===== config.mk =====
export PLATFORM = sky130hd
export DESIGN_NAME = stopwatch_core_v2_flat
export DESIGN_NICKNAME = d
export VERILOG_FILES = /design/src/rtl/stopwatch_core_v2_if.sv /design/src/rtl/stopwatch_core_v2.sv /design/src/flat_wrapper.sv
export SDC_FILE = /design/constraint.sdc
export NUM_CORES = 1
export LEC_CHECK = 0
export CAP_MARGIN = 40
export CORE_MARGIN = 4
export CORE_UTILIZATION = 25
export DETAILED_ROUTE_END_ITERATION = 10
export PLACE_DENSITY_LB_ADDON = 0.15
export SYNTH_ARGS = -nofsm -noshare
export SYNTH_HDL_FRONTEND = slang
export SYNTH_SLANG_ARGS = --single-unit

===== constraint.sdc =====
create_clock -name src_clk -period 3.7 [get_ports src_clk]
set_input_delay 0.555 -clock src_clk [delete_from_list [all_inputs] [get_ports src_clk]]
set_output_delay 0.555 -clock src_clk [all_outputs]
set_load 0.005 [all_outputs]

===== src/rtl/stopwatch_core_v2_if.sv =====
// Control and display bundle for stopwatch_core_v2: control pulses in, BCD digits and status out.
interface stopwatch_core_v2_if;
  logic       run_tgl;
  logic       clr;
  logic [1:0] mode;
  logic       adj_min;
  logic       lap;
  logic [3:0] sec_u;
  logic [3:0] sec_t;
  logic [3:0] min_u;
  logic [3:0] min_t;
  logic       running;
  logic       lap_active;
  logic       alarm;
  logic       tick;

  modport master (
    output run_tgl, clr, mode, adj_min, lap,
    input  sec_u, sec_t, min_u, min_t, running, lap_active, alarm, tick
  );

  modport slave (
    input  run_tgl, clr, mode, adj_min, lap,
    output sec_u, sec_t, min_u, min_t, running, lap_active, alarm, tick
  );
endinterface


===== src/rtl/stopwatch_core_v2.sv =====
// Single-clock BCD mm:ss stopwatch/timer with prescaler strobes, adjust, countdown alarm and lap freeze.
module stopwatch_core_v2 #(
  parameter int unsigned TICK_CYCLES = 100000000,
  parameter int unsigned MIN_MAX     = 59,
  parameter bit          CD_WRAP     = 1'b0,
  parameter int unsigned ALARM_TICKS = 4
) (
  input logic                src_clk,
  input logic                src_rst_n,
  stopwatch_core_v2_if.slave bus
);

  localparam int unsigned PW = $clog2(TICK_CYCLES);
  localparam int unsigned AW = $clog2(ALARM_TICKS + 1);
  localparam logic [PW-1:0] PRESC_LAST = PW'(TICK_CYCLES - 1);
  localparam logic [PW-1:0] PRESC_HALF = PW'(TICK_CYCLES / 2 - 1);
  localparam logic [3:0] MAX_MT = 4'(MIN_MAX / 10);
  localparam logic [3:0] MAX_MU = 4'(MIN_MAX % 10);

  typedef enum logic [1:0] {
    MODE_UP   = 2'b00,
    MODE_ADJ  = 2'b01,
    MODE_DOWN = 2'b10,
    MODE_HOLD = 2'b11
  } mode_e;

  typedef enum logic [1:0] {
    ST_PAUSED  = 2'b00,
    ST_RUNNING = 2'b01,
    ST_ALARM   = 2'b10
  } run_state_e;

  typedef struct packed {
    logic [3:0] mt;
    logic [3:0] mu;
    logic [3:0] st;
    logic [3:0] su;
  } bcd_time_t;

  function automatic bcd_time_t min_inc(input bcd_time_t t);
    bcd_time_t r;
    r = t;
    if (t.mt == MAX_MT && t.mu == MAX_MU) begin
      r.mt = '0;
      r.mu = '0;
    end else if (t.mu == 4'd9) begin
      r.mu = '0;
      r.mt = t.mt + 4'd1;
    end else begin
      r.mu = t.mu + 4'd1;
    end
    return r;
  endfunction

  function automatic bcd_time_t sec_inc(input bcd_time_t t);
    bcd_time_t r;
    r = t;
    if (t.su != 4'd9) begin
      r.su = t.su + 4'd1;
    end else begin
      r.su = '0;
      r.st = (t.st == 4'd5) ? 4'd0 : t.st + 4'd1;
    end
    return r;
  endfunction

  function automatic bcd_time_t time_dec(input bcd_time_t t);
    bcd_time_t r;
    r = t;
    if (t.su != 4'd0) begin
      r.su = t.su - 4'd1;
    end else begin
      r.su = 4'd9;
      if (t.st != 4'd0) begin
        r.st = t.st - 4'd1;
      end else begin
        r.st = 4'd5;
        if (t.mu != 4'd0) begin
          r.mu = t.mu - 4'd1;
        end else begin
          r.mu = 4'd9;
          r.mt = t.mt - 4'd1;
        end
      end
    end
    return r;
  endfunction

  logic [PW-1:0] presc_q;
  logic [AW-1:0] alarm_cnt_q;
  bcd_time_t     live_q;
  bcd_time_t     live_nxt;
  bcd_time_t     lap_q;
  bcd_time_t     shown;
  logic          lap_active_q;
  logic          tick_w;
  logic          half_w;
  logic          step_en;
  logic          expire;
  logic          alarm_done;
  mode_e         mode_w;
  run_state_e    state_q;
  run_state_e    state_nxt;

  always_comb begin
    mode_w  = mode_e'(bus.mode);
    tick_w  = (presc_q == PRESC_LAST);
    half_w  = tick_w || (presc_q == PRESC_HALF);
    step_en = 1'b0;
    if (state_q == ST_RUNNING) begin
      unique case (mode_w)
        MODE_UP, MODE_DOWN: step_en = tick_w;
        MODE_ADJ:           step_en = half_w;
        default:            step_en = 1'b0;
      endcase
    end
  end

  // Time datapath; expire flags a countdown reaching (or stepping at) 00:00 without wrap.
  always_comb begin
    live_nxt = live_q;
    expire   = 1'b0;
    if (step_en) begin
      unique case (mode_w)
        MODE_UP: begin
          live_nxt = sec_inc(live_q);
          if (live_q.st == 4'd5 && live_q.su == 4'd9) live_nxt = min_inc(live_nxt);
        end
        MODE_ADJ: live_nxt = bus.adj_min ? min_inc(live_q) : sec_inc(live_q);
        MODE_DOWN: begin
          if (live_q == '0) begin
            if (CD_WRAP) begin
              live_nxt.mt = MAX_MT;
              live_nxt.mu = MAX_MU;
              live_nxt.st = 4'd5;
              live_nxt.su = 4'd9;
            end else begin
              expire = 1'b1;
            end
          end else begin
            live_nxt = time_dec(live_q);
            if (live_nxt == '0 && !CD_WRAP) expire = 1'b1;
          end
        end
        default: live_nxt = live_q;
      endcase
    end
  end

  always_ff @(posedge src_clk or negedge src_rst_n) begin
    if (!src_rst_n) begin
      presc_q      <= '0;
      live_q       <= '0;
      lap_q        <= '0;
      lap_active_q <= 1'b0;
    end else if (bus.clr) begin
      presc_q      <= '0;
      live_q       <= '0;
      lap_active_q <= 1'b0;
    end else begin
      presc_q <= tick_w ? '0 : presc_q + PW'(1);
      live_q  <= live_nxt;
      if (bus.lap) begin
        if (!lap_active_q) lap_q <= live_q;
        lap_active_q <= ~lap_active_q;
      end
    end
  end

  always_ff @(posedge src_clk or negedge src_rst_n) begin
    if (!src_rst_n) begin
      alarm_cnt_q <= '0;
    end else if (state_q != ST_ALARM && state_nxt == ST_ALARM) begin
      alarm_cnt_q <= AW'(ALARM_TICKS);
    end else if (state_q == ST_ALARM && tick_w) begin
      alarm_cnt_q <= alarm_cnt_q - AW'(1);
    end
  end

  always_ff @(posedge src_clk or negedge src_rst_n) begin
    if (!src_rst_n) state_q <= ST_PAUSED;
    else            state_q <= state_nxt;
  end

  // running and alarm are mutually exclusive, so they share one state register.
  always_comb begin
    state_nxt  = state_q;
    alarm_done = tick_w && (alarm_cnt_q == AW'(1));
    if (bus.clr) begin
      if (state_q == ST_ALARM) state_nxt = ST_PAUSED;
    end else begin
      unique case (state_q)
        ST_PAUSED: if (bus.run_tgl) state_nxt = ST_RUNNING;
        ST_RUNNING: begin
          if (expire)           state_nxt = ST_ALARM;
          else if (bus.run_tgl) state_nxt = ST_PAUSED;
        end
        ST_ALARM: begin
          if (bus.run_tgl)     state_nxt = ST_RUNNING;
          else if (alarm_done) state_nxt = ST_PAUSED;
        end
        default: state_nxt = ST_PAUSED;
      endcase
    end
  end

  always_comb begin
    shown          = lap_active_q ? lap_q : live_q;
    bus.sec_u      = shown.su;
    bus.sec_t      = shown.st;
    bus.min_u      = shown.mu;
    bus.min_t      = shown.mt;
    bus.running    = (state_q == ST_RUNNING);
    bus.alarm      = (state_q == ST_ALARM);
    bus.lap_active = lap_active_q;
    bus.tick       = tick_w;
  end

endmodule


===== src/flat_wrapper.sv =====
// flat-port wrapper written by rule: the top's interface ports become plain ports
module stopwatch_core_v2_flat 
#(
  parameter int unsigned TICK_CYCLES = 100000000,
  parameter int unsigned MIN_MAX     = 59,
  parameter bit          CD_WRAP     = 1'b0,
  parameter int unsigned ALARM_TICKS = 4
)
  (src_clk, src_rst_n, bus_run_tgl, bus_clr, bus_mode, bus_adj_min, bus_lap, bus_sec_u, bus_sec_t, bus_min_u, bus_min_t, bus_running, bus_lap_active, bus_alarm, bus_tick);
  stopwatch_core_v2_if bus_i ();
  input logic src_clk;
  input logic src_rst_n;
  input wire logic [$bits(bus_i.run_tgl)-1:0] bus_run_tgl;
  input wire logic [$bits(bus_i.clr)-1:0] bus_clr;
  input wire logic [$bits(bus_i.mode)-1:0] bus_mode;
  input wire logic [$bits(bus_i.adj_min)-1:0] bus_adj_min;
  input wire logic [$bits(bus_i.lap)-1:0] bus_lap;
  output wire logic [$bits(bus_i.sec_u)-1:0] bus_sec_u;
  output wire logic [$bits(bus_i.sec_t)-1:0] bus_sec_t;
  output wire logic [$bits(bus_i.min_u)-1:0] bus_min_u;
  output wire logic [$bits(bus_i.min_t)-1:0] bus_min_t;
  output wire logic [$bits(bus_i.running)-1:0] bus_running;
  output wire logic [$bits(bus_i.lap_active)-1:0] bus_lap_active;
  output wire logic [$bits(bus_i.alarm)-1:0] bus_alarm;
  output wire logic [$bits(bus_i.tick)-1:0] bus_tick;
  assign bus_i.run_tgl = bus_run_tgl;
  assign bus_i.clr = bus_clr;
  assign bus_i.mode = bus_mode;
  assign bus_i.adj_min = bus_adj_min;
  assign bus_i.lap = bus_lap;
  assign bus_sec_u = bus_i.sec_u;
  assign bus_sec_t = bus_i.sec_t;
  assign bus_min_u = bus_i.min_u;
  assign bus_min_t = bus_i.min_t;
  assign bus_running = bus_i.running;
  assign bus_lap_active = bus_i.lap_active;
  assign bus_alarm = bus_i.alarm;
  assign bus_tick = bus_i.tick;
  stopwatch_core_v2 #(.TICK_CYCLES(TICK_CYCLES), .MIN_MAX(MIN_MAX), .CD_WRAP(CD_WRAP), .ALARM_TICKS(ALARM_TICKS)) u_core (.src_clk(src_clk), .src_rst_n(src_rst_n), .bus(bus_i));
endmodule

== Word level (Yosys, flattened, before mapping) ==
Cells that the tools add are included.
Cells by class
  $add $sub $neg: 10
  reduce and logical (&&, ||, !) cells: 21
  equality and inequality tests: 18
  bitwise logic cells: 2
  muxes and demuxes: 45
Operator list (number)
  16-bit 2-to-1 mux: 6
  27-bit 2-to-1 mux: 2
  12-bit 2-to-1 mux: 4
  4-bit 2-to-1 mux: 12
  16-bit case mux with 3 select lines: 1
  16-bit logical NOT: 2
  27-bit by 1-bit adder with 27-bit output (second input constant): 1
  27-bit by 26-bit equality test with 1-bit output (second input constant): 1
  27-bit equality test (second input constant): 1
  4-bit by 1-bit adder with 4-bit output (second input constant): 4
  8-bit 2-to-1 mux: 2
  4-bit nonzero test: 4
  4-bit by 1-bit subtractor with 4-bit output (second input constant): 4
  2-bit 2-to-1 mux: 7
  3-bit inequality test (second input constant): 3
  4-bit by 3-bit equality test with 1-bit output (second input constant): 2
  4-bit equality test (second input constant): 2
  1-bit 2-to-1 mux: 7
  2-bit equality test (second input constant): 3
  3-bit 2-to-1 mux: 2
  2-bit case mux with 3 select lines: 1
  2-bit nonzero test: 3
  1-bit logical AND: 5
  5-bit AND reduction: 1
  other kinds (13): 16
Storage, ports and cells
  word-level logic and storage cells: 108
  register bits after elaboration: 65
  output and inout port bits: 20

== Logic depth before layout (Yosys ltp) ==
  word-level depth: 18
  gate-level depth with buffers: 12

== Worst setup path after synthesis ==
No wires, ideal clock.
  path type: flip-flop to flip-flop
  from: register u_core.live_q[0] (netlist name)
  to: register u_core.alarm_cnt_q[0]
  buffers on the path: 2
  slack: 1.083 ns
  period minus slack after synthesis: 2.617 ns
  stages on the path, launching flop included: 11
  library setup time: 0.118 ns
  data arrival time: 2.499 ns
  required time: 3.582 ns
  path through: dfrtp_1 -> clkbuf_1 -> inv_1 -> ha_1 -> or3b_1 -> buf_6 -> or2_4 -> a2111o_1 -> a22oi_2 -> nand4_2 -> a21o_1
On the way
  word-level cells in the longest chain between the ends: 16
  elaborated cells on any way between the ends: 23
  classes of those cells: add/sub (1); eq/ne (1); mux (16); reduce/logical (5)
Ends and longest elaborated chain
  from (decl): RTL line stopwatch_core_v2.sv:91  | bcd_time_t live_q;
  from (signal assigned): RTL line stopwatch_core_v2.sv:162  | live_q <= live_nxt;
  4-bit by 1-bit subtractor with 4-bit output / 4-bit nonzero test (equally long branches): RTL line stopwatch_core_v2.sv:71, stopwatch_core_v2.sv:70
  4-bit 2-to-1 mux / 12-bit 2-to-1 mux (equally long branches): RTL line stopwatch_core_v2.sv:70  | if (t.su != 4'd0) begin
  4-bit 2-to-1 mux / 12-bit 2-to-1 mux (equally long branches): RTL line stopwatch_core_v2.sv:131  | if (live_q == '0) begin
  4-bit 2-to-1 mux / 12-bit 2-to-1 mux (equally long branches): RTL line stopwatch_core_v2.sv:124  | unique case (mode_w)
  4-bit 2-to-1 mux / 12-bit 2-to-1 mux (equally long branches): RTL line stopwatch_core_v2.sv:123  | if (step_en) begin
  16-bit logical NOT: RTL line stopwatch_core_v2.sv:142  | if (live_nxt == '0 && !CD_WRAP) expire = 1'b1;
  1-bit 2-to-1 mux: RTL line stopwatch_core_v2.sv:142
  1-bit 2-to-1 mux *: RTL line stopwatch_core_v2.sv:131
  1-bit 2-to-1 mux *: RTL line stopwatch_core_v2.sv:124
  1-bit 2-to-1 mux *: RTL line stopwatch_core_v2.sv:123
  2-bit 2-to-1 mux *: RTL line stopwatch_core_v2.sv:195  | if (expire) state_nxt = ST_ALARM;
  2-bit case mux with 3 select lines *: RTL line stopwatch_core_v2.sv:192  | unique case (state_q)
  2-bit 2-to-1 mux *: RTL line stopwatch_core_v2.sv:189  | if (bus.clr) begin
  2-bit equality test *: RTL line stopwatch_core_v2.sv:173  | end else if (state_q != ST_ALARM && state_nxt == ST_ALARM) begin
  1-bit logical AND *: RTL line stopwatch_core_v2.sv:173
  3-bit 2-to-1 mux / 2-bit nonzero test (equally long branches)
  to (signal assigned): RTL line stopwatch_core_v2.sv:174  | alarm_cnt_q <= AW'(ALARM_TICKS);
  to (signal assigned): RTL line stopwatch_core_v2.sv:176  | alarm_cnt_q <= alarm_cnt_q - AW'(1);
  to (decl): RTL line stopwatch_core_v2.sv:90  | logic [AW-1:0] alarm_cnt_q;
Every way passes the cells marked *; elsewhere a longest branch is shown, timed or not. The select of a mux whose other input is x is not followed.
A chain may end at the register's enable or synchronous reset.

== Final worst setup path ==
  from: register u_core.presc_q[0]
  to: output port bus_tick
On the way
  word-level cells in the longest chain between the ends: 1
Ends and longest elaborated chain
  from (decl): RTL line stopwatch_core_v2.sv:89  | logic [PW-1:0] presc_q;
  from (signal assigned): RTL line stopwatch_core_v2.sv:161  | presc_q <= tick_w ? '0 : presc_q + PW'(1);
  27-bit equality test: RTL line stopwatch_core_v2.sv:107  | tick_w = (presc_q == PRESC_LAST);
  to (decl): RTL line flat_wrapper.sv:25  | output wire logic [$bits(bus_i.tick)-1:0] bus_tick;
Every way passes these cells.

==> metrics.txt <==
result of the run=complete, no violations; CTS tree=yes; type of element launching the critical path=register; Slew Limit Headroom=between 50% and 60%; largest fanout on the critical path=6; worst skew pair latency=roughly 0.34 ns; count of buffers from port buffering=27; detailed-route DRC error count=0; vias per cell=4.89; overall power of the completed layout=roughly 1.7 mW; layout cells sized above 1=a little over a tenth; worst-case hold slack=0.280 ns; Synth area leader=sky130_fd_sc_hd__dfrtp_1; Post-synth top flop=sky130_fd_sc_hd__dfrtp_1; sum of overflow across all layers after global routing=0; Synth Register Bits=65; number of antenna repair diodes=0; kind of path behind the tightest hold check=input pin to asynchronous set/reset pin; H-tree depth=3; kind of end point of the critical path=output pin; number of nets still failing antenna checks after routing=0; count of cell types in the netlist=59; critical path arrival=roughly 2.5 ns; max-slew violation total from the final report=0; setup violators final=0; maximum frequency from static timing analysis=approximately 330 MHz; boundary pin count=28; total routing resource utilization after global routing=12.0%; cell area after synthesis=between 4000 and 5000 sq um; share of the cycle needed by the critical path after routing=81.2%; leakage power total=between 2 and 2.5 nW; number of instances resized during post-cts repair=0; worst-case clock skew=approximately 0.0067 ns; top cells by area in the synthesized netlist=sky130_fd_sc_hd__dfrtp_1, sky130_fd_sc_hd__ha_1, sky130_fd_sc_hd__mux2_2; Peak supply drop=0.000227 V; RD Place Congestion=0.803; maximum number of pins on one net before global-route repair=31; setup repair bufs after CTS=0; total of hold buffers inserted after clock tree synthesis=0; Least-Margin Pin Slew=between 0.7 and 0.8 ns; effective utilization at floorplan=25.6%; data required time of the worst path=3.14 ns; count of flip-flops with a built-in enable after synthesis=0; average cell area after synthesis=approximately 9 sq um; Net count, final=~530; via count=approximately 3500; minimum clock period=3.00 ns; worst setup path class=register to output pin; post-detail-place hpwl=8.06 mm; post-synthesis cell count=around 480; drt pass-1 iters=4; Floorplan Core Area=16600 sq um; clock tree buffer depth=2; Fin. Hold Viols=0; first-pass GRT wire length=roughly 19 mm; P&R area growth vs syn=19.0%; yosys synthesis warning count=0; die outline height=139 microns; clk root buf=sky130_fd_sc_hd__clkbuf_16; Die Span X=between 100 and 150 microns; setup total negative slack=0 ns; Clock transition at path regs=roughly 0.060 ns; setup repair after global routing missed its margin=false; initial antenna violation count=0; Synth Net Count=508; die footprint=19200 sq um; Routed WL=~11 mm; number of global-route vias before repair=3566; count of maximum capacitance violations=0; Core Rows=47; sequential fraction of the synthesis area=38.1%; Post-synth ARST share=100%; fraction of synthesized cell area taken by the top area cell type=38.1%; Pwr per Cell Area=342 nW/um^2; DRT iter0 DRCs=189; number of clock sinks=65; routed length per instance=15.3 microns; TritonCTS buffer count=9
flip-flops by register name, indices dropped and copies added (netlist names):
register / flops
u_core.alarm_cnt_q: 3
u_core.bus.lap_active: 1
u_core.lap_q: 16
u_core.live_q: 16
u_core.presc_q: 27
u_core.state_q: 2
routing by layer:
metal | vias to the layer above | wire [microns] | part of all wire [%] | track usage [%]
met5 | - | 0 | 0 | 0
met4 | 0 | 97 | 0.88 | 4.12
met3 | 9 | 357 | 3.2 | 3.00
met2 | 38 | 5290 | 48 | 19.5
met1 | 1740 | 5320 | 48 | 15.7
li1 | 1755 | - | - | -
report_power, final:
part / leakage, nW / total (mW) / internal, mW / switching, mW
Combinational: 1.10 / 0.124 / 0.0478 / 0.0763
Sequential: 0.897 / 0.726 / 0.718 / 0.00866
Clock: 0.153 / 0.888 / 0.576 / 0.312
Total: 2.15 / 1.74 / 1.34 / 0.397
stage by stage:
step	util, %	area [sq um]	setup WS (ns)	instances
2_1_floorplan	-	4270	1.08	479
3_3_place_gp	28.5	4740	0.552	707
3_5_place_dp	28.6	4770	0.432	708
4_1_cts	30.5	5080	0.659	724
5_1_grt	30.5	5080	0.499	724
6_report	30.5	5080	0.697	724
layout make-up:
cell class                      instances  area, sq um
Multi-Input combinational cell        370         2450
Timing Repair Buffer                   35          345
Fill cell                            1728        11600
Clock inverter                          2         35.0
Clock buffer                           14          274
Sequential cell                        65         1630
Inverter                               18         67.6
Tap cell                              220          275
worst max-delay path, stage by stage (launching register included):
cell                              delay [ns]
sky130_fd_sc_hd__dfrtp_1                0.38
sky130_fd_sc_hd__ha_1                   0.21
sky130_fd_sc_hd__and4_1                 0.30
sky130_fd_sc_hd__and2_1                 0.30
sky130_fd_sc_hd__and4_1                 0.37
sky130_fd_sc_hd__clkdlybuf4s50_1        0.55
path summary, 6_finish.rpt:
| path | endpoint | start | cells past startpoint | slack, ns |
|---|---|---|---|---|
| setup / recovery | bus_tick | u_core.presc_q[0]$_DFF_PN0_ | 5 | 0.70 |
| hold / removal | u_core.live_q[15]$_DFFE_PN0P_ | src_rst_n | 1 | 0.28 |
| setup reg to reg | u_core.live_q[7]$_DFFE_PN0P_ | u_core.live_q[0]$_DFFE_PN0P_ | 8 | 0.73 |
| hold reg to reg | u_core.presc_q[0]$_DFF_PN0_ | u_core.presc_q[0]$_DFF_PN0_ | 1 | 0.49 |
| max in group asynchronous | u_core.presc_q[23]$_DFF_PN0_ | src_rst_n | 2 | 2.66 |
| min in group src_clk | u_core.presc_q[0]$_DFF_PN0_ | u_core.presc_q[0]$_DFF_PN0_ | 1 | 0.49 |
cell usage in the layout (no fill, tap or decap), types with 4 or more instances in the layout:
master / Yosys / routed
sky130_fd_sc_hd__dfrtp_1: 65 / 65
sky130_fd_sc_hd__nor2_1: 50 / 50
sky130_fd_sc_hd__nand2_1: 48 / 48
sky130_fd_sc_hd__clkdlybuf4s50_1: 0 / 26
sky130_fd_sc_hd__a21oi_1: 25 / 25
sky130_fd_sc_hd__mux2_2: 23 / 23
sky130_fd_sc_hd__o21ai_0: 23 / 23
sky130_fd_sc_hd__nand3_1: 22 / 22
sky130_fd_sc_hd__ha_1: 21 / 21
sky130_fd_sc_hd__inv_1: 18 / 18
sky130_fd_sc_hd__nor3_1: 15 / 15
sky130_fd_sc_hd__xor2_1: 15 / 15
sky130_fd_sc_hd__and3_1: 14 / 14
sky130_fd_sc_hd__xnor2_1: 10 / 10
sky130_fd_sc_hd__clkbuf_16: 0 / 9
sky130_fd_sc_hd__nor4_1: 7 / 7
sky130_fd_sc_hd__nand4_1: 7 / 7
sky130_fd_sc_hd__buf_4: 0 / 7
sky130_fd_sc_hd__and4_1: 6 / 6
sky130_fd_sc_hd__or3_1: 6 / 6
sky130_fd_sc_hd__a211oi_1: 6 / 6
sky130_fd_sc_hd__and2_1: 4 / 4
sky130_fd_sc_hd__nand2b_1: 4 / 4
sky130_fd_sc_hd__nor3b_1: 4 / 4
kinds of logic after synthesis:
kind of cell             synth area share [%]
AO/OA/AOI/OAI                            12.8
AND/OR/NAND/NOR                          26.6
XOR/XNOR                                 5.13
flip-flops                               38.1
adder cells (fa/ha/maj)                  6.16
buffers and inverters                    4.40
multiplexers                             6.77
cells in the mapped netlist (4+ instances only):
| library cell | count |
|---|---|
| sky130_fd_sc_hd__nor3b_1 | 4 |
| sky130_fd_sc_hd__and3_1 | 14 |
| sky130_fd_sc_hd__a211oi_1 | 6 |
| sky130_fd_sc_hd__nand3_1 | 22 |
| sky130_fd_sc_hd__and4_1 | 6 |
| sky130_fd_sc_hd__o21ai_0 | 23 |
| sky130_fd_sc_hd__nor2_1 | 50 |
| sky130_fd_sc_hd__xor2_1 | 15 |
| sky130_fd_sc_hd__xnor2_1 | 10 |
| sky130_fd_sc_hd__buf_2 | 6 |
| sky130_fd_sc_hd__nand4_1 | 7 |
| sky130_fd_sc_hd__nor4_1 | 7 |
| sky130_fd_sc_hd__nor3_1 | 15 |
| sky130_fd_sc_hd__mux2_2 | 23 |
| sky130_fd_sc_hd__inv_1 | 18 |
| sky130_fd_sc_hd__nand2_1 | 48 |
| sky130_fd_sc_hd__and2_1 | 4 |
| sky130_fd_sc_hd__ha_1 | 21 |
| sky130_fd_sc_hd__nand2b_1 | 4 |
| sky130_fd_sc_hd__clkbuf_1 | 17 |
| sky130_fd_sc_hd__a21oi_1 | 25 |
| sky130_fd_sc_hd__dfrtp_1 | 65 |
| sky130_fd_sc_hd__or3_1 | 6 |
Note: power is estimated with default switching activity, not from simulation.
